<file path="src/rtl/booth_r4_mult.sv">
// Sequential radix-4 Booth multiplier, WIDTH x WIDTH -> 2*WIDTH, signed or unsigned per operation.
// Latency: accept at edge k -> out_valid after edge k+N (N = WIDTH/2+1); one op per N+2 cycles.
// Backpressure: result/out_valid held in DONE until out_ready; in_ready low outside IDLE.
//
// Ports:
//   clk, rst                : rising-edge clock, synchronous active-high reset
//   in_valid / in_ready     : operand handshake (mult_a, mult_b, signed_mode sampled on accept)
//   out_valid / out_ready   : result handshake (result holds the product, retained afterwards)
//   busy                    : high while an operation is in CALC or DONE
module booth_r4_mult #(
  parameter int WIDTH = 8
) (
  input  logic               clk,
  input  logic               rst,
  input  logic               in_valid,
  output logic               in_ready,
  input  logic [WIDTH-1:0]   mult_a,
  input  logic [WIDTH-1:0]   mult_b,
  input  logic               signed_mode,
  output logic               out_valid,
  input  logic               out_ready,
  output logic [2*WIDTH-1:0] result,
  output logic               busy
);

  localparam int WE = WIDTH + 2;      // extended operand width
  localparam int N  = WE / 2;         // Booth digits per operation
  localparam int AW = 2 * WE;         // accumulator width
  localparam int CW = $clog2(N) + 1;  // digit counter width

  typedef enum logic [1:0] {
    S_IDLE,
    S_CALC,
    S_DONE
  } state_t;

  state_t             state_q, state_d;
  logic [AW-1:0]      mcand_q, mcand_d;    // A << 2i, pre-extended to accumulator width
  logic [WE:0]        mplier_q, mplier_d;  // {b, b[-1]}, shifted right two bits per digit
  logic [AW-1:0]      acc_q, acc_d;
  logic [CW-1:0]      cnt_q, cnt_d;
  logic [2*WIDTH-1:0] result_q, result_d;
  logic               out_valid_q, out_valid_d;

  logic          ext_sa, ext_sb;
  logic [AW-1:0] ext_a;
  logic [WE-1:0] ext_b;
  logic [AW-1:0] pp;
  logic [AW-1:0] acc_sum;

  // Extension bit is the operand sign in signed mode and zero otherwise; this
  // one choice makes the same recoding exact for both modes.
  assign ext_sa = signed_mode & mult_a[WIDTH-1];
  assign ext_sb = signed_mode & mult_b[WIDTH-1];
  assign ext_a  = {{(AW-WIDTH){ext_sa}}, mult_a};
  assign ext_b  = {{(WE-WIDTH){ext_sb}}, mult_b};

  // Partial product from the current 3-bit window {b[2i+1], b[2i], b[2i-1]}.
  always_comb begin
    pp = '0;
    unique case (mplier_q[2:0])
      3'b001, 3'b010: pp = mcand_q;
      3'b011:         pp = {mcand_q[AW-2:0], 1'b0};
      3'b100:         pp = -{mcand_q[AW-2:0], 1'b0};
      3'b101, 3'b110: pp = -mcand_q;
      default:        pp = '0;
    endcase
  end

  assign acc_sum = acc_q + pp;

  always_comb begin
    state_d     = state_q;
    mcand_d     = mcand_q;
    mplier_d    = mplier_q;
    acc_d       = acc_q;
    cnt_d       = cnt_q;
    result_d    = result_q;
    out_valid_d = out_valid_q;
    unique case (state_q)
      S_IDLE: begin
        if (in_valid) begin
          mcand_d  = ext_a;
          mplier_d = {ext_b, 1'b0};
          acc_d    = '0;
          cnt_d    = '0;
          state_d  = S_CALC;
        end
      end
      S_CALC: begin
        acc_d    = acc_sum;
        // Arithmetic shift keeps the sign for the final digit window.
        mplier_d = {{2{mplier_q[WE]}}, mplier_q[WE:2]};
        mcand_d  = {mcand_q[AW-3:0], 2'b00};
        cnt_d    = cnt_q + CW'(1);
        if (cnt_q == CW'(N-1)) begin
          state_d     = S_DONE;
          result_d    = acc_sum[2*WIDTH-1:0];
          out_valid_d = 1'b1;
        end
      end
      S_DONE: begin
        if (out_ready) begin
          state_d     = S_IDLE;
          out_valid_d = 1'b0;
        end
      end
      default: state_d = S_IDLE;
    endcase
  end

  always_ff @(posedge clk) begin
    if (rst) begin
      state_q     <= S_IDLE;
      mcand_q     <= '0;
      mplier_q    <= '0;
      acc_q       <= '0;
      cnt_q       <= '0;
      result_q    <= '0;
      out_valid_q <= 1'b0;
    end else begin
      state_q     <= state_d;
      mcand_q     <= mcand_d;
      mplier_q    <= mplier_d;
      acc_q       <= acc_d;
      cnt_q       <= cnt_d;
      result_q    <= result_d;
      out_valid_q <= out_valid_d;
    end
  end

  assign in_ready  = (state_q == S_IDLE);
  assign busy      = (state_q == S_CALC) || (state_q == S_DONE);
  assign out_valid = out_valid_q;
  assign result    = result_q;

endmodule

</file>
<file path="config.mk">
export PLATFORM = sky130hd
export DESIGN_NAME = booth_r4_mult
export DESIGN_NICKNAME = d
export VERILOG_FILES = /design/src/rtl/booth_r4_mult.sv
export SDC_FILE = /design/constraint.sdc
export NUM_CORES = 1
export LEC_CHECK = 0
export CAP_MARGIN = 20
export CORE_MARGIN = 3
export CORE_UTILIZATION = 59
export DETAILED_ROUTE_END_ITERATION = 12
export GPL_TIMING_DRIVEN = 1
export PLACE_DENSITY_LB_ADDON = 0.12
export REMOVE_ABC_BUFFERS = 1
export SYNTH_ARGS = -nofsm -noshare
export SYNTH_HDL_FRONTEND = slang
export SYNTH_SLANG_ARGS = --single-unit
</file>
<file path="constraint.sdc">
create_clock -name clk -period 4.15 [get_ports clk]
set_input_delay 0.83 -clock clk [delete_from_list [all_inputs] [get_ports clk]]
set_output_delay 0.83 -clock clk [all_outputs]
set_load 0.03 [all_outputs]
</file>
==> impl_metrics.yaml <==
outcome:
  status: "finished, final reports clean"
synth:
  synth_edf_count: 0
  synthArstFlopShare: 0
  yosysTopAreaCell: "dfxtp_1"
  synth-seq-cells: 66
  syn_avg_cell_area_um2: 7.66
  synth_most_common_cell: "nand2_1"
  synth_area_um2: 4580
  yosysUniqueCellTypes: 65
  synth_commonest_cells: "68 x nand2_1, 66 x dfxtp_1, 65 x nor2_1"
  synthFlopType: "dfxtp_1"
  synthCells: 598
  synth_area_leaders: "dfxtp_1 29%, ha_1 5.7%, a21oi_1 5.7%, nand2_1 5.6%, nor2_1 5.3%"
  ys_seq_area_frac: 0.288
  synth.top_cell.area_share: 0.288
  synth-warning-count: 0
placed_design:
  place_inst: 705
  hpwlAfterDp_mm: 8.55
  io_buffers: 39
  place_ws_ps: 113
  gp_congestion: 0.904
  dpl-instance-area_um2: 5020
clocking:
  clk_latency_ps: 340
  clock-sinks: 66
  cts_tree: "yes"
  cts_root_buf: "clkbuf_8"
  clock_tree.buffer_depth: 2
  htreeDepth: 3
  cts_hold_repair.buffers: 0
  cts_buffers: 9
  path_clk_slew_ps: 80
routing:
  drc: 0
  num_vias: 4535
  drt_iter0_drc: 367
  viasPerCell: 6.28
  wl_per_cell_um: 16.2
  routed_wl_mm: 11.7
  first_pass_iters: 5
  drtAntennaViolNets: 0
pwr:
  irDropWorstVdd_v: 0.000307
  p_per_area_nw_per_um2: 429
  p_leak_uw: 0.00199
final_layout:
  area_growth_pct: 14.7
  multiInputGateArea_um2: 3040
  final_cell_area_um2: 5260
  drive_gt1_frac: 0.0754
  n_antenna_cell: 0
  num-fill-cells: 613
  finalNetCount: 662
  stdcell_count: 722
  seqCellArea_um2: 1320
timing:
  setup_tns_ps: 0
  rsz0062_at_grt: "false"
  setup_viol: 0
  max_freq_mhz: 262
  min_period_over_period: 0.921
  timing.final.max_slew_violations: 0
  min_period_ps: 3820
  layout_setup_ws_ps: 329
  worstMarginPinSlew_ps: 930
  fin_worst_skew_ps: 9.83
  hold_viol: 0
  slew_headroom: 0.379
grt:
  grt_max_degree: 46
  antenna_found_initial: 0
  grt_pass1_vias: 4184
  track_usage: 0.269
  grt_pass1_wl_mm: 19.2
  gr-total-overflow: 0
die:
  floorplan.initialDensity: 0.618
  die_w_um: 94.1
  core-area_um2: 7410
  die_area_um2: 8860
  rows: 31
  io_pins: 40
  die_y_um: 94.1
critical_path:
  critical_path_class: "reg2reg"
  critPathLaunchType: "flip-flop"
  reg2reg_from: "mcand_q[0]"
  crit_chain: "inv_1 -> ha_1 -> nor3b_4 -> nand2_2 -> nor2_1 -> xor2_1 -> mux2i_1 -> mux4_2 -> ha_1 -> nand3_2 -> nor2_1 -> o211a_1 -> o41a_1 -> a2111oi_4 -> o31ai_1"
  critPathRequiredTime_ps: 4360
  slowest_stage: "o41a_1"
  crit_path_end_kind: "flip-flop"
  cp.arrival_ps: 4030
  crit_fanout: 6
  crit_start: "mcand_q[0]"
  cpPeakStageDelay_ps: 470
hold_path:
  hold_class: "reg2reg"
  worstHoldStart: "result[2]"
flow_run:
  maxCapViolations: 0
==> logic make-up after synthesis <==
| kind of cell | synth area share |
|---|---|
| and+or+nand+nor | 0.243 |
| AOI/OAI and AO/OA | 0.266 |
| DFF | 0.288 |
| buffers and inverters | 0.0549 |
| xor gates and xnor gates | 0.0440 |
| adders and majority gates | 0.0617 |
| muxes | 0.0426 |
==> layer usage <==
metal / track usage / up-vias / wire, um
li1: - / 2208 / -
met1: 0.332 / 2111 / 4880
met2: 0.458 / 184 / 5640
met3: 0.0553 / 32 / 854
met4: 0.102 / 0 / 318
met5: 0 / - / 0
==> stage by stage <==
stage	util	hold slack [ps]	total power, uW
finish	0.710	455	2260
global route	0.710	469	2390
CTS	0.704	457	2220
detailed placement	0.677	447	1640
global placement	0.677	444	1630
floorplan	-	430	1400
==> flip-flops by register name (all words and copies together) (netlist names) <==
register,flops
state_q,2
result,16
mplier_q,11
mcand_q,16
out_valid,1
cnt_q,4
acc_q,16
==> layout make-up <==
cell class | count | area share
inverter | 18 | 0.0129
sequential | 66 | 0.251
timing repair buffer | 52 | 0.0966
multi-input combinational | 472 | 0.578
tap | 99 | 0.0236
clock inverter | 3 | 0.0124
clock buffer | 12 | 0.0257
==> power breakdown <==
part	internal [uW]	switching, uW	leakage [uW]
Sequential	691	93.4	0.000538
Clock	335	250	0.000100
Combinational	362	526	0.00135
Total	1390	870	0.00199
==> critical path, delay by kind of cell, from the launching register on <==
family / cells / cell delay [ps]
mux: 2 / 540
fa+ha+maj: 2 / 600
xor+xnor: 1 / 160
buf+inv: 1 / 130
simple gates: 5 / 810
flops: 1 / 370
compound gates: 4 / 1080
==> timing repair <==
action                                 in CTS  in global routing
endpoints found under the hold margin       0                  0
resized for setup                           0                  3
buffers inserted                            0                  2
setup endpoints to repair                   0                 10
==> cell usage in the layout (no fill, tap or decap), drive strengths merged, types with 3 or more instances in the layout <==
master	netlist	final
nand3	12	12
inv	17	17
xnor2	12	12
clkdlybuf4s50	0	38
and2	4	4
buf	11	14
dfxtp	66	66
o2bb2ai	3	3
o21ai	25	25
a21oi	52	52
o211ai	9	9
nor2	65	65
nand3b	10	10
nand4	4	4
a21boi	3	3
nand2	70	70
o31a	3	3
clkbuf	31	12
nor2b	11	11
o21a	9	9
ha	21	21
mux2i	15	15
or2	6	6
or3	3	3
a221oi	4	4
a211oi	22	22
a22oi	14	14
xor2	11	11
nand2b	6	6
a21o	7	7
o311ai	5	5
nor3	27	27
a31oi	5	5
nor4	4	4
o31ai	7	7
==> final timing paths <==
| kind | end | slack (ps) | cells after the start |
|---|---|---|---|
| worst min register to register | result[2] | 450 | 2 |
| worst min-delay path | result[2] | 450 | 2 |
| worst max-delay path | acc_q[12] | 330 | 15 |
| worst max register to register | acc_q[12] | 330 | 15 |
(Power assumes the default switching activity.)
